<file path="src/rtl/issue_window_ctrl_if.sv">
// Dispatch channel into the issue window.
//   master: dispatcher, drives d_valid and the micro-op fields, samples d_ready
//   slave : issue window, samples the micro-op, drives d_ready
interface issue_window_ctrl_if;
    logic       d_valid;
    logic       d_ready;
    logic [3:0] d_src0_rob;
    logic [3:0] d_src1_rob;
    logic [3:0] d_dst_rob;
    logic       d_src0_rdy;
    logic       d_src1_rdy;
    logic       d_branch;
    logic       d_load;
    logic       d_store;
    logic       d_pipe_alu;
    logic       d_pipe_mul;
    logic       d_pipe_mem;
    logic       d_pipe_bru;

    modport master (
        output d_valid, d_src0_rob, d_src1_rob, d_dst_rob, d_src0_rdy, d_src1_rdy,
               d_branch, d_load, d_store, d_pipe_alu, d_pipe_mul, d_pipe_mem, d_pipe_bru,
        input  d_ready
    );

    modport slave (
        input  d_valid, d_src0_rob, d_src1_rob, d_dst_rob, d_src0_rdy, d_src1_rdy,
               d_branch, d_load, d_store, d_pipe_alu, d_pipe_mul, d_pipe_mem, d_pipe_bru,
        output d_ready
    );
endinterface

</file>
<file path="src/rtl/issue_window_ctrl.sv">
// Four-entry age-ordered collapsing issue window feeding issue_pick_core.
// Slot 0 always holds the oldest micro-op; valid slots are contiguous from 0.
// Ports:
//   clk, resetn (sync, active-low), flush
//   dsp            dispatch channel (valid/ready + micro-op fields)
//   wb_valid/wb_rob writeback broadcast used for source wakeup
//   p_en           one-hot pick from the pick core; picked slot is removed
//   p_fwd_src0/1   per-slot prepick forward hits (pre-shift slot index)
//   w_*            registered per-slot window state, slot j in bit j / [4j+3:4j]
//   count          registered occupancy 0..4
module issue_window_ctrl (
    input  logic        clk,
    input  logic        resetn,
    input  logic        flush,
    issue_window_ctrl_if.slave dsp,
    input  logic        wb_valid,
    input  logic [3:0]  wb_rob,
    input  logic [3:0]  p_en,
    input  logic [3:0]  p_fwd_src0,
    input  logic [3:0]  p_fwd_src1,
    output logic [3:0]  w_valid,
    output logic [15:0] w_src0_rob,
    output logic [15:0] w_src1_rob,
    output logic [15:0] w_dst_rob,
    output logic [3:0]  w_src0_rdy,
    output logic [3:0]  w_src1_rdy,
    output logic [3:0]  w_branch,
    output logic [3:0]  w_load,
    output logic [3:0]  w_store,
    output logic [3:0]  w_pipe_alu,
    output logic [3:0]  w_pipe_mul,
    output logic [3:0]  w_pipe_mem,
    output logic [3:0]  w_pipe_bru,
    output logic [2:0]  count
);
    localparam int unsigned DEPTH = 4;
    localparam int unsigned TAG_W = 4;
    localparam int unsigned CNT_W = 3;

    typedef struct packed {
        logic [TAG_W-1:0] src0_rob;
        logic [TAG_W-1:0] src1_rob;
        logic [TAG_W-1:0] dst_rob;
        logic             src0_rdy;
        logic             src1_rdy;
        logic             branch;
        logic             load;
        logic             store;
        logic             pipe_alu;
        logic             pipe_mul;
        logic             pipe_mem;
        logic             pipe_bru;
    } entry_t;

    entry_t           ent_q [DEPTH];
    entry_t           ent_n [DEPTH];
    entry_t           new_e;
    logic [DEPTH-1:0] v_q, v_n;
    logic [CNT_W-1:0] count_q, count_n, cnt_surv;
    logic             d_ready_q;
    logic [DEPTH-1:0] pick_hit;
    logic             pick;
    logic [1:0]       pick_idx;
    logic             accept;
    logic [2:0]       src;

    // Ready bits are sticky: set by a matching writeback or a forward hit.
    function automatic entry_t wake(entry_t e, logic f0, logic f1,
                                    logic wbv, logic [TAG_W-1:0] wbr);
        entry_t r;
        r = e;
        r.src0_rdy = e.src0_rdy | f0 | (wbv && (e.src0_rob == wbr));
        r.src1_rdy = e.src1_rdy | f1 | (wbv && (e.src1_rob == wbr));
        return r;
    endfunction

    assign dsp.d_ready = d_ready_q;

    always_comb begin
        new_e.src0_rob = dsp.d_src0_rob;
        new_e.src1_rob = dsp.d_src1_rob;
        new_e.dst_rob  = dsp.d_dst_rob;
        new_e.src0_rdy = dsp.d_src0_rdy;
        new_e.src1_rdy = dsp.d_src1_rdy;
        new_e.branch   = dsp.d_branch;
        new_e.load     = dsp.d_load;
        new_e.store    = dsp.d_store;
        new_e.pipe_alu = dsp.d_pipe_alu;
        new_e.pipe_mul = dsp.d_pipe_mul;
        new_e.pipe_mem = dsp.d_pipe_mem;
        new_e.pipe_bru = dsp.d_pipe_bru;
    end

    // Next window: collapse the picked slot, wake survivors, append dispatch.
    always_comb begin
        pick_hit = p_en & v_q;
        pick     = |pick_hit;
        pick_idx = '0;
        for (int i = 0; i < DEPTH; i++) begin
            if (pick_hit[i]) pick_idx = 2'(i);
        end
        accept   = dsp.d_valid & d_ready_q;
        cnt_surv = count_q - CNT_W'(pick);
        v_n      = '0;
        ent_n    = ent_q;
        src      = '0;
        for (int j = 0; j < DEPTH; j++) begin
            // Slots at or above the picked one pull from one slot higher.
            src = (pick && (3'(j) >= {1'b0, pick_idx})) ? 3'(j + 1) : 3'(j);
            if (3'(j) < cnt_surv) begin
                ent_n[j] = wake(ent_q[src[1:0]], p_fwd_src0[src[1:0]],
                                p_fwd_src1[src[1:0]], wb_valid, wb_rob);
                v_n[j]   = 1'b1;
            end
        end
        // Forward hits refer to resident slots only, never to the dispatch entry.
        if (accept) begin
            ent_n[cnt_surv[1:0]] = wake(new_e, 1'b0, 1'b0, wb_valid, wb_rob);
            v_n[cnt_surv[1:0]]   = 1'b1;
        end
        count_n = cnt_surv + CNT_W'(accept);
        if (flush) begin
            v_n     = '0;
            count_n = '0;
        end
    end

    always_ff @(posedge clk) begin
        if (!resetn) begin
            v_q       <= '0;
            count_q   <= '0;
            d_ready_q <= 1'b1;
        end else begin
            v_q       <= v_n;
            count_q   <= count_n;
            d_ready_q <= (count_n != CNT_W'(DEPTH));
        end
    end

    // Entry payload needs no reset; validity is carried by v_q.
    always_ff @(posedge clk) begin
        ent_q <= ent_n;
    end

    // Flatten registered entries onto the pick-core vectors.
    always_comb begin
        w_valid = v_q;
        count   = count_q;
        for (int j = 0; j < DEPTH; j++) begin
            w_src0_rob[4*j +: 4] = ent_q[j].src0_rob;
            w_src1_rob[4*j +: 4] = ent_q[j].src1_rob;
            w_dst_rob[4*j +: 4]  = ent_q[j].dst_rob;
            w_src0_rdy[j]        = ent_q[j].src0_rdy;
            w_src1_rdy[j]        = ent_q[j].src1_rdy;
            w_branch[j]          = ent_q[j].branch;
            w_load[j]            = ent_q[j].load;
            w_store[j]           = ent_q[j].store;
            w_pipe_alu[j]        = ent_q[j].pipe_alu;
            w_pipe_mul[j]        = ent_q[j].pipe_mul;
            w_pipe_mem[j]        = ent_q[j].pipe_mem;
            w_pipe_bru[j]        = ent_q[j].pipe_bru;
        end
    end
endmodule
</file>
<file path="src/flat_wrapper.sv">
// flat-port wrapper written by rule: the top's interface ports become plain ports
module issue_window_ctrl_flat 
  (clk, resetn, flush, wb_valid, wb_rob, p_en, p_fwd_src0, p_fwd_src1, w_valid, w_src0_rob, w_src1_rob, w_dst_rob, w_src0_rdy, w_src1_rdy, w_branch, w_load, w_store, w_pipe_alu, w_pipe_mul, w_pipe_mem, w_pipe_bru, count, dsp_d_valid, dsp_d_src0_rob, dsp_d_src1_rob, dsp_d_dst_rob, dsp_d_src0_rdy, dsp_d_src1_rdy, dsp_d_branch, dsp_d_load, dsp_d_store, dsp_d_pipe_alu, dsp_d_pipe_mul, dsp_d_pipe_mem, dsp_d_pipe_bru, dsp_d_ready);
  issue_window_ctrl_if dsp_i ();
  input  logic clk;
  input  logic resetn;
  input  logic flush;
  input  logic wb_valid;
  input  logic [3:0] wb_rob;
  input  logic [3:0] p_en;
  input  logic [3:0] p_fwd_src0;
  input  logic [3:0] p_fwd_src1;
  output logic [3:0] w_valid;
  output logic [15:0] w_src0_rob;
  output logic [15:0] w_src1_rob;
  output logic [15:0] w_dst_rob;
  output logic [3:0] w_src0_rdy;
  output logic [3:0] w_src1_rdy;
  output logic [3:0] w_branch;
  output logic [3:0] w_load;
  output logic [3:0] w_store;
  output logic [3:0] w_pipe_alu;
  output logic [3:0] w_pipe_mul;
  output logic [3:0] w_pipe_mem;
  output logic [3:0] w_pipe_bru;
  output logic [2:0] count;
  input wire logic [$bits(dsp_i.d_valid)-1:0] dsp_d_valid;
  input wire logic [$bits(dsp_i.d_src0_rob)-1:0] dsp_d_src0_rob;
  input wire logic [$bits(dsp_i.d_src1_rob)-1:0] dsp_d_src1_rob;
  input wire logic [$bits(dsp_i.d_dst_rob)-1:0] dsp_d_dst_rob;
  input wire logic [$bits(dsp_i.d_src0_rdy)-1:0] dsp_d_src0_rdy;
  input wire logic [$bits(dsp_i.d_src1_rdy)-1:0] dsp_d_src1_rdy;
  input wire logic [$bits(dsp_i.d_branch)-1:0] dsp_d_branch;
  input wire logic [$bits(dsp_i.d_load)-1:0] dsp_d_load;
  input wire logic [$bits(dsp_i.d_store)-1:0] dsp_d_store;
  input wire logic [$bits(dsp_i.d_pipe_alu)-1:0] dsp_d_pipe_alu;
  input wire logic [$bits(dsp_i.d_pipe_mul)-1:0] dsp_d_pipe_mul;
  input wire logic [$bits(dsp_i.d_pipe_mem)-1:0] dsp_d_pipe_mem;
  input wire logic [$bits(dsp_i.d_pipe_bru)-1:0] dsp_d_pipe_bru;
  output wire logic [$bits(dsp_i.d_ready)-1:0] dsp_d_ready;
  assign dsp_i.d_valid = dsp_d_valid;
  assign dsp_i.d_src0_rob = dsp_d_src0_rob;
  assign dsp_i.d_src1_rob = dsp_d_src1_rob;
  assign dsp_i.d_dst_rob = dsp_d_dst_rob;
  assign dsp_i.d_src0_rdy = dsp_d_src0_rdy;
  assign dsp_i.d_src1_rdy = dsp_d_src1_rdy;
  assign dsp_i.d_branch = dsp_d_branch;
  assign dsp_i.d_load = dsp_d_load;
  assign dsp_i.d_store = dsp_d_store;
  assign dsp_i.d_pipe_alu = dsp_d_pipe_alu;
  assign dsp_i.d_pipe_mul = dsp_d_pipe_mul;
  assign dsp_i.d_pipe_mem = dsp_d_pipe_mem;
  assign dsp_i.d_pipe_bru = dsp_d_pipe_bru;
  assign dsp_d_ready = dsp_i.d_ready;
  issue_window_ctrl u_core (.clk(clk), .resetn(resetn), .flush(flush), .dsp(dsp_i), .wb_valid(wb_valid), .wb_rob(wb_rob), .p_en(p_en), .p_fwd_src0(p_fwd_src0), .p_fwd_src1(p_fwd_src1), .w_valid(w_valid), .w_src0_rob(w_src0_rob), .w_src1_rob(w_src1_rob), .w_dst_rob(w_dst_rob), .w_src0_rdy(w_src0_rdy), .w_src1_rdy(w_src1_rdy), .w_branch(w_branch), .w_load(w_load), .w_store(w_store), .w_pipe_alu(w_pipe_alu), .w_pipe_mul(w_pipe_mul), .w_pipe_mem(w_pipe_mem), .w_pipe_bru(w_pipe_bru), .count(count));
endmodule
</file>
<file path="config.mk">
export PLATFORM = sky130hd
export DESIGN_NAME = issue_window_ctrl_flat
export DESIGN_NICKNAME = d
export VERILOG_FILES = /design/src/rtl/issue_window_ctrl_if.sv /design/src/rtl/issue_window_ctrl.sv /design/src/flat_wrapper.sv
export SDC_FILE = /design/constraint.sdc
export NUM_CORES = 1
export LEC_CHECK = 0
export ABC_AREA = 0
export BUFFER_PORTS_ARGS = -buffer_cell sky130_fd_sc_hd__buf_2
export CAP_MARGIN = 40
export CORE_UTILIZATION = 40
export DETAILED_ROUTE_END_ITERATION = 12
export HOLD_SLACK_MARGIN = 0.1
export PLACE_DENSITY = 0.6
export RECOVER_POWER = 100
export SLEW_MARGIN = 10
export SYNTH_ARGS = -nofsm -noshare
export SYNTH_HDL_FRONTEND = slang
export SYNTH_SLANG_ARGS = --single-unit
</file>
<file path="constraint.sdc">
create_clock -name clk -period 5.2 [get_ports clk]
set_input_delay 1.04 -clock clk [delete_from_list [all_inputs] [get_ports clk]]
set_output_delay 1.04 -clock clk [all_outputs]
set_load 0.01 [all_outputs]
</file>
**Word level (Yosys, flattened, before mapping)**

Cells that the tools add are included.

- Word-level logic and storage cells: 178
- Output and inout port bits: 92
- Bits in registers: 92
- Input bits: 42

- Equal/unequal tests: 11
- Reduce and logical (&&, ||, !) cells: 17
- $lt $le $gt $ge: 19
- Multiplexer cells: 51
- Bitwise gates (word level): 27
- Add/sub/neg operators: 2

Operators with widths:

| operator | count |
|---|---|
| 21-bit two-way mux | 13 |
| 21-bit binary-select mux with 2-bit select | 4 |
| 84-bit bitwise mux | 1 |
| 84-bit two-way mux | 1 |
| 21-bit demux with 2-bit select | 1 |
| 4-bit == test | 10 |
| 1-bit OR | 18 |
| 1-bit binary-select mux with 2-bit select | 8 |
| 1-bit two-way mux | 16 |
| 3-bit >= comparator (second input constant) | 5 |
| 1-bit logical AND | 15 |
| 2-bit by 3-bit < comparator with 1-bit output (second input constant) | 5 |
| 2-bit NOT with 3-bit output | 5 |
| 2-bit two-way mux | 4 |
| 1-bit by 3-bit < comparator with 1-bit output (first input constant) | 2 |
| 2-bit by 3-bit < comparator with 1-bit output (first input constant) | 2 |
| 4-bit AND | 1 |
| 1-bit by 2-bit >= comparator with 1-bit output (first input constant) | 2 |
| 4-bit two-way mux | 1 |
| 4-bit OR | 1 |
| 4-bit OR reduction | 1 |
| 3-bit by 1-bit adder with 3-bit output | 1 |
| 3-bit by 1-bit < comparator with 1-bit output (second input constant) | 1 |
| 3-bit two-way mux | 1 |
| 8 further kinds | 8 |

**Depth between registers and ports, before layout**

Gate-level depths: netlist of run 1.

- Depth after elaboration: 17
- Mapped depth: 12
- Mapped depth without buffers: 10

**Least setup slack after synthesis of run 1**

No wires, ideal clock.

- Kind: input-to-reg
- Start: input p_en[2]
- End: register u_core.ent_q (netlist bit u_core.w_src1_rdy[2])
- Setup time: 125 ps
- Path buffers: 1
- Slack: 1679 ps
- Arrival time: 3396 ps
- Stages on the path: 11
- Data required time: 5075 ps
- Cells stage by stage: a22o_4 nor2_2 inv_1 ha_1 ha_1 or2_2 a211oi_2 buf_4 a21oi_1 a22oi_1 o31ai_1

RTL lines:

| what | line | text |
|---|---|---|
| start, declared | flat_wrapper.sv:10 | `input logic [3:0] p_en;` |
| end signal, assigned | issue_window_ctrl.sv:142 | `ent_q <= ent_n;` |
| end, declared | issue_window_ctrl.sv:55 | `entry_t ent_q [DEPTH];` |

==> results.py, run 1 <==
metrics = {
    "outcome": {
        "outcome": "finished, final reports clean",
    },
    "clocking": {
        "clock-sinks": 92,
        "cts_setup_buffers": 0,
        "cts_buffer_depth": 2,
        "root_buffer": "clkbuf_16",
        "h-tree-depth": 3,
        "clk_latency_ns": 0.35,
        "path_clk_slew_ns": 0.06,
        "postCtsResizedCells": 0,
        "cts_buffers": 9,
        "cts_hold_buf": 0,
        "cts_tree": "yes",
    },
    "detailed_routing": {
        "ant_nets": 0,
        "first_pass_iters": 7,
        "vias_per_cell": 5.64,
        "drt-total-wl_um": 16700,
        "drcViolationCount": 0,
        "drtIter0Drc": 392,
        "vias": 5150,
        "wl_per_cell_um": 18.3,
    },
    "setup_path": {
        "endpoint_kind": "flip-flop",
        "ff2ff_setup_slack_ns": 1.22,
        "crit_start": "p_en[1]",
        "cp.arrival_ns": 4.62,
        "path_class": "primary input to flip-flop",
        "required_ns": 5.37,
        "worst-path-max-fanout": 19,
        "reg2reg_from": "u_core.w_valid[1]",
        "worstSetupStartpointType": "primary input",
    },
    "synth": {
        "yosysUniqueCellTypes": 63,
        "synth_xor_area_share_pct": 4.78,
        "async_flop_share_pct": 0,
        "mappedNetlistArea_sq_um": 5130,
        "synth-compound-area-share_pct": 21.0,
        "synthCells": 618,
        "synth-main-ff-cell": "dfxtp_1",
        "ys.warnings.count": 0,
        "syn_nets": 664,
        "ys_seq_area_share_pct": 35.9,
        "synth_fa_ha_area_share_pct": 0.975,
        "synth_top_family_by_area": "compound AO/OA/AOI/OAI gates",
        "synth-edff-count": 0,
        "synth-simple-area-share_pct": 16.6,
        "synth_area_per_cell_sq_um": 8.30,
        "synth_mux_area_share_pct": 15.6,
        "synth-seq-cells": 92,
    },
    "timing": {
        "hold_violations": 0,
        "max_freq_mhz": 225,
        "hold-worst-slack_ns": 0.553,
        "fin_skew_ns": 0.00994,
        "tns_ns": 0,
        "rsz0062_at_grt": "false",
        "relSlewSlack_pct": 9.10,
        "tightest_slew_ns": 1.36,
        "setup_viol": 0,
        "post-route-min-period_ns": 4.45,
        "slew_viol_final": 0,
        "period_share_pct": 85.6,
    },
    "grt": {
        "grt_pass1_vias": 4713,
        "grt_overflow": 0,
        "grt_util_all_layers_pct": 25.8,
        "grt_max_degree": 42,
        "antenna_found_initial": 0,
        "grt_pass1_wl_um": 25800,
    },
    "floorplan": {
        "coreArea_sq_um": 12600,
        "rows": 41,
        "die_area_sq_um": 13300,
        "ioPinCount": 134,
        "start_util_pct": 40.8,
        "chipWidth_um": 115,
        "die_y_um": 115,
    },
    "power_and_ir_drop": {
        "vdd_drop_max_mv": 0.291,
        "p_leak_nw": 2.35,
        "powerDensity_nw_per_um2": 742,
    },
    "placement": {
        "hpwl_um": 12100,
        "placedInstanceArea_sq_um": 5970,
        "place_congestion": 0.986,
        "io_buffers": 133,
    },
    "finish": {
        "drive_gt1_share_pct": 10.1,
        "final_common_cell": "clkbuf_1",
        "stdcell_area_sq_um": 6100,
        "postLayoutCoreUtil_pct": 48.6,
        "nets": 783,
        "layout_common_cells": "clkbuf_1 (100), dfxtp_1 (92), mux2i_1 (79), a21oi_1 (61), nor2_1 (59)",
        "regArea_sq_um": 1840,
        "multi_input_area_sq_um": 3030,
        "fill_cells": 1296,
        "antennaDiodeCount": 0,
        "areaGrowthSynthToFinish_pct": 18.9,
    },
    "worst_hold_path": {
        "hold_start": "u_core.w_dst_rob[5]",
        "hold_class": "flip-flop to flip-flop",
    },
    "flow_run": {
        "maxCapViolCount": 0,
    },
}
per-stage QoR:
step | setup WS, ns | std cells | total power [mW]
finish | 0.750 | 913 | 4.53
global route | 0.532 | 913 | 4.87
detailed placement | 0.861 | 898 | 3.95
floorplan | 1.68 | 618 | 3.04
CTS | 1.22 | 913 | 4.63
global placement | 0.987 | 897 | 3.88
path summary, 6_finish.rpt:
path                          endpoint  cells after the start
hold / removal     u_core.w_dst_rob[5]                      2
setup reg to reg  u_core.w_src0_rob[0]                     11
hold reg to reg    u_core.w_dst_rob[5]                      2
setup / recovery  u_core.w_src0_rob[0]                     12
Yosys cell counts (all sizes together), types with 7 or more instances:
cell,count,area [sq um]
o211ai,7,52.6
xnor2,19,166
a21oi,61,305
nand3,16,80.1
buf,16,95.1
clkbuf,23,86.3
nand4,9,56.3
mux2i,79,791
inv,21,78.8
nor3,9,56.3
dfxtp,92,1840
nand2,53,206
xor2,9,78.8
nand2b,10,62.6
o21ai,56,280
nor2,60,243
worst max-delay path: stages:
cell and delay (ns):
clkbuf_1 0.12, a22o_1 0.38, nor2_1 0.44, inv_1 0.26
ha_1 0.25, ha_1 0.21, xnor2_1 0.15, clkbuf_1 0.43
nand3_1 0.29, nand2_2 0.68, mux2i_1 0.26, a21oi_1 0.09
power breakdown:
part	internal [mW]	total, mW	switching, mW
Combinational	0.925	2.34	1.41
Sequential	1.09	1.53	0.438
Clock	0.385	0.665	0.280
Total	2.40	4.53	2.13
logic make-up (layout without fill, tap and decap cells):
logic type,Yosys count,after routing
buf+inv,60,183
compound gates,175,175
flops,92,92
simple gates,179,179
mux,80,80
fa+ha+maj,4,4
xor+xnor,28,28
routing by layer:
| layer | vias to the layer above | global-route usage [%] | routed length (um) |
|---|---|---|---|
| met1 | 2426 | 33.7 | 7310 |
| met5 | - | 0 | 0 |
| met2 | 224 | 40.9 | 7690 |
| li1 | 2460 | - | - |
| met4 | 0 | 12.6 | 573 |
| met3 | 40 | 4.85 | 1100 |
layout make-up:
cell class / count / area share [%]
flip-flops and latches: 92 / 30.2
well taps: 172 / 3.53
multi-input cells: 466 / 49.6
repair buffers: 147 / 10.6
clock inverters: 3 / 0.759
inverters: 21 / 1.29
clock buffers: 12 / 4.04
Note: power is estimated with default switching activity, not from simulation.
==> run 2, diff against run 1 <==
--- a/config.mk
+++ b/config.mk
@@ -5,14 +5,16 @@
 export SDC_FILE = /design/constraint.sdc
 export NUM_CORES = 1
 export LEC_CHECK = 0
-export ABC_AREA = 0
+export ABC_AREA = 1
 export BUFFER_PORTS_ARGS = -buffer_cell sky130_fd_sc_hd__buf_2
 export CAP_MARGIN = 40
+export CORE_ASPECT_RATIO = 0.8
 export CORE_UTILIZATION = 40
 export DETAILED_ROUTE_END_ITERATION = 12
 export HOLD_SLACK_MARGIN = 0.1
 export PLACE_DENSITY = 0.6
 export RECOVER_POWER = 100
+export REMOVE_ABC_BUFFERS = 1
 export SLEW_MARGIN = 10
 export SYNTH_ARGS = -nofsm -noshare
 export SYNTH_HDL_FRONTEND = slang
==> results.py, run 2 <==
metrics = {
    "flow_run": {
        "maxCapViolCount": 0,
    },
    "finish": {
        "drive_gt1_share_pct": 13.0,
        "final_common_cell": "nand2_1",
        "instances_no_fill": 1043,
        "layout_common_cells": "nand2_1 (145), clkbuf_1 (95), dfxtp_1 (92), inv_1 (90), o21ai_0 (87)",
        "antennaDiodeCount": 0,
        "nets": 913,
        "areaGrowthSynthToFinish_pct": 16.5,
    },
    "grt": {
        "busiest_layer": "met1",
        "grt_pass1_wl_um": 28800,
        "antenna_found_initial": 0,
        "groute.layer.met2.usage_pct": 40.0,
        "grt_util_all_layers_pct": 28.2,
        "grt_overflow": 0,
        "met3_usage_pct": 8.64,
        "grt_max_degree": 31,
        "grt_pass1_vias": 4968,
        "grt_util_met1_pct": 41.4,
    },
    "setup_path": {
        "required_ns": 5.39,
        "worstSetupStartpointType": "primary input",
        "worst-path-max-fanout": 18,
        "cp_cell_sequence": "clkbuf_1 -> nand2_4 -> nand2_8 -> clkinvlp_2 -> nand2_1 -> ha_1 -> ha_1 -> inv_1 -> or2_1 -> nand2_1 -> inv_1 -> o21ai_4 -> inv_1 -> nor2_2 -> inv_2 -> nor2_1 -> o22ai_1",
        "endpoint_kind": "flip-flop",
        "crit_top_cell": "inv_1",
        "critPathTopFamily": "simple AND/OR/NAND/NOR gates",
        "path_class": "primary input to flip-flop",
        "slowest_delay_ns": 0.75,
        "cp.arrival_ns": 4.73,
        "crit_buf_inv": 6,
        "slowest_stage": "nor2_2",
    },
    "placement": {
        "dp.cells": 1027,
        "hpwl_um": 14100,
        "io_buffers": 133,
        "place_congestion": 0.962,
    },
    "synth": {
        "synth-main-ff-cell": "dfxtp_1",
        "synth_area_per_cell_sq_um": 6.93,
        "ys_seq_area_share_pct": 35.2,
        "ys.warnings.count": 0,
        "yosysTopAreaCell": "dfxtp_1",
        "yosys-top-cells-count": "nand2_1 (143), dfxtp_1 (92), o21ai_0 (87), inv_1 (86), nor2_1 (76)",
        "yosys.area.top_type_share_pct": 35.2,
        "synth.most_common_cell": "nand2_1",
        "synth.area.top_cells": "dfxtp_1 (35%), nand2_1 (10%), o21ai_0 (8.3%)",
        "synth-edff-count": 0,
        "async_flop_share_pct": 0,
        "synth-seq-cells": 92,
        "yosysUniqueCellTypes": 43,
        "mappedNetlistArea_sq_um": 5230,
        "synthCells": 754,
    },
    "timing": {
        "hold_violations": 0,
        "setup_viol": 0,
        "hold-worst-slack_ns": 0.527,
        "rsz0062_at_grt": "false",
        "tightest_slew_ns": 1.28,
        "fin_skew_ns": 0.00957,
        "max_freq_mhz": 220,
        "post-route-min-period_ns": 4.54,
        "tns_ns": 0,
        "period_share_pct": 87.2,
        "slew_viol_final": 0,
        "relSlewSlack_pct": 14.8,
    },
    "clocking": {
        "h-tree-depth": 3,
        "cts_buffers": 9,
        "cts_tree": "yes",
        "postCtsResizedCells": 0,
        "path_clk_slew_ns": 0.07,
        "cts_buffer_depth": 2,
        "cts_hold_buf": 0,
        "clk_latency_ns": 0.35,
        "clock-sinks": 92,
        "root_buffer": "clkbuf_16",
        "cts_setup_buffers": 0,
    },
    "floorplan": {
        "die_y_um": 104,
        "start_util_pct": 42.0,
        "chipWidth_um": 130,
        "die_area_sq_um": 13500,
        "coreArea_sq_um": 12400,
        "ioPinCount": 134,
        "rows": 36,
    },
    "detailed_routing": {
        "vias": 5692,
        "vias_per_cell": 5.46,
        "ant_nets": 0,
        "drtIter0Drc": 613,
        "drcViolationCount": 0,
        "first_pass_iters": 5,
        "drt-total-wl_um": 18900,
        "wl_per_cell_um": 18.1,
    },
    "power_and_ir_drop": {
        "clkPwrFrac_pct": 15.9,
        "powerDensity_nw_per_um2": 717,
        "power.switching_mw": 2.17,
        "comb_power_share_pct": 51.2,
        "p_seq_share_pct": 32.8,
        "vdd_drop_max_mv": 0.326,
        "p_leak_nw": 2.82,
        "intPower_mw": 2.20,
        "sw_frac_of_total_pct": 49.7,
    },
    "worst_hold_path": {
        "hold_class": "flip-flop to flip-flop",
    },
    "outcome": {
        "outcome": "finished, final reports clean",
    },
}
## run 2: cell types whose count changed in the layout (fill, tap and decap cells not counted), moves of 6 or more
cell,change
o21ai_0,+31
mux2i_1,-79
inv_1,+69
o211ai_1,-7
o22ai_1,+48
xnor2_1,-16
nand2b_1,-10
nand2_2,+18
a21oi_1,-30
o221ai_1,+12
nand2_1,+93
or3_1,-6
nand3_1,+15
nor2_1,+18
## run 2: final cells by class
| type | instances | area, sq um |
|---|---|---|
| clock buffers | 9 | 225 |
| inverters | 99 | 375 |
| repair buffers | 138 | 579 |
| fillers | 1360 | 6350 |
| well taps | 171 | 214 |
| multi-input cells | 527 | 2770 |
| clock inverters | 7 | 82.6 |
| flip-flops and latches | 92 | 1840 |
## run 2: metrics by stage
step	cell area (sq um)	util (%)	worst slack, ns	total power [mW]
3_5_place_dp	5940	47.7	0.670	3.74
4_1_cts	6240	50.2	1.04	4.44
2_1_floorplan	5010	-	1.77	2.82
6_report	6080	48.9	0.664	4.36
3_3_place_gp	5920	47.6	0.855	3.70
5_1_grt	6080	48.9	0.389	4.67
## run 2: worst min-delay path: stages, from the launching register on
cell,delay (ns)
dfxtp_1,0.35
nand2_1,0.07
a31oi_1,0.06
## run 2: logic make-up (layout without fill, tap and decap cells)
kind of cell               Yosys count  in the layout  share of synthesized area, %
xor gates and xnor gates            11             11                          1.84
DFF                                 92             92                          35.2
buffers and inverters              135            253                          11.4
AOI/OAI and AO/OA                  204            204                          23.1
and+or+nand+nor                    308            308                          27.5
adders and majority gates            4              4                         0.958
## run 2: worst paths after layout
check / from / endpoint / slack, ns / depth (start not counted)
setup / recovery: p_en[1] / u_core.w_branch[2] / 0.66 / 17
hold / removal: u_core.w_src0_rob[0] / u_core.w_src0_rob[0] / 0.53 / 2
setup reg to reg: u_core.w_valid[1] / u_core.w_branch[2] / 1.11 / 16
hold reg to reg: u_core.w_src0_rob[0] / u_core.w_src0_rob[0] / 0.53 / 2
## run 2: power groups by stage
stage / clock [mW] / combinational, mW / sequential, mW
detailed placement: 0 / 2.31 / 1.43
finish: 0.695 / 2.23 / 1.43
global placement: 0 / 2.27 / 1.43
floorplan: 0 / 1.33 / 1.49
global route: 0.733 / 2.47 / 1.47
CTS: 0.704 / 2.32 / 1.41
## run 2: layer usage
layer	vias up	wire, um
li1	2736	-
met1	2674	8770
met2	268	8000
met3	14	1940
met4	0	206
met5	-	0
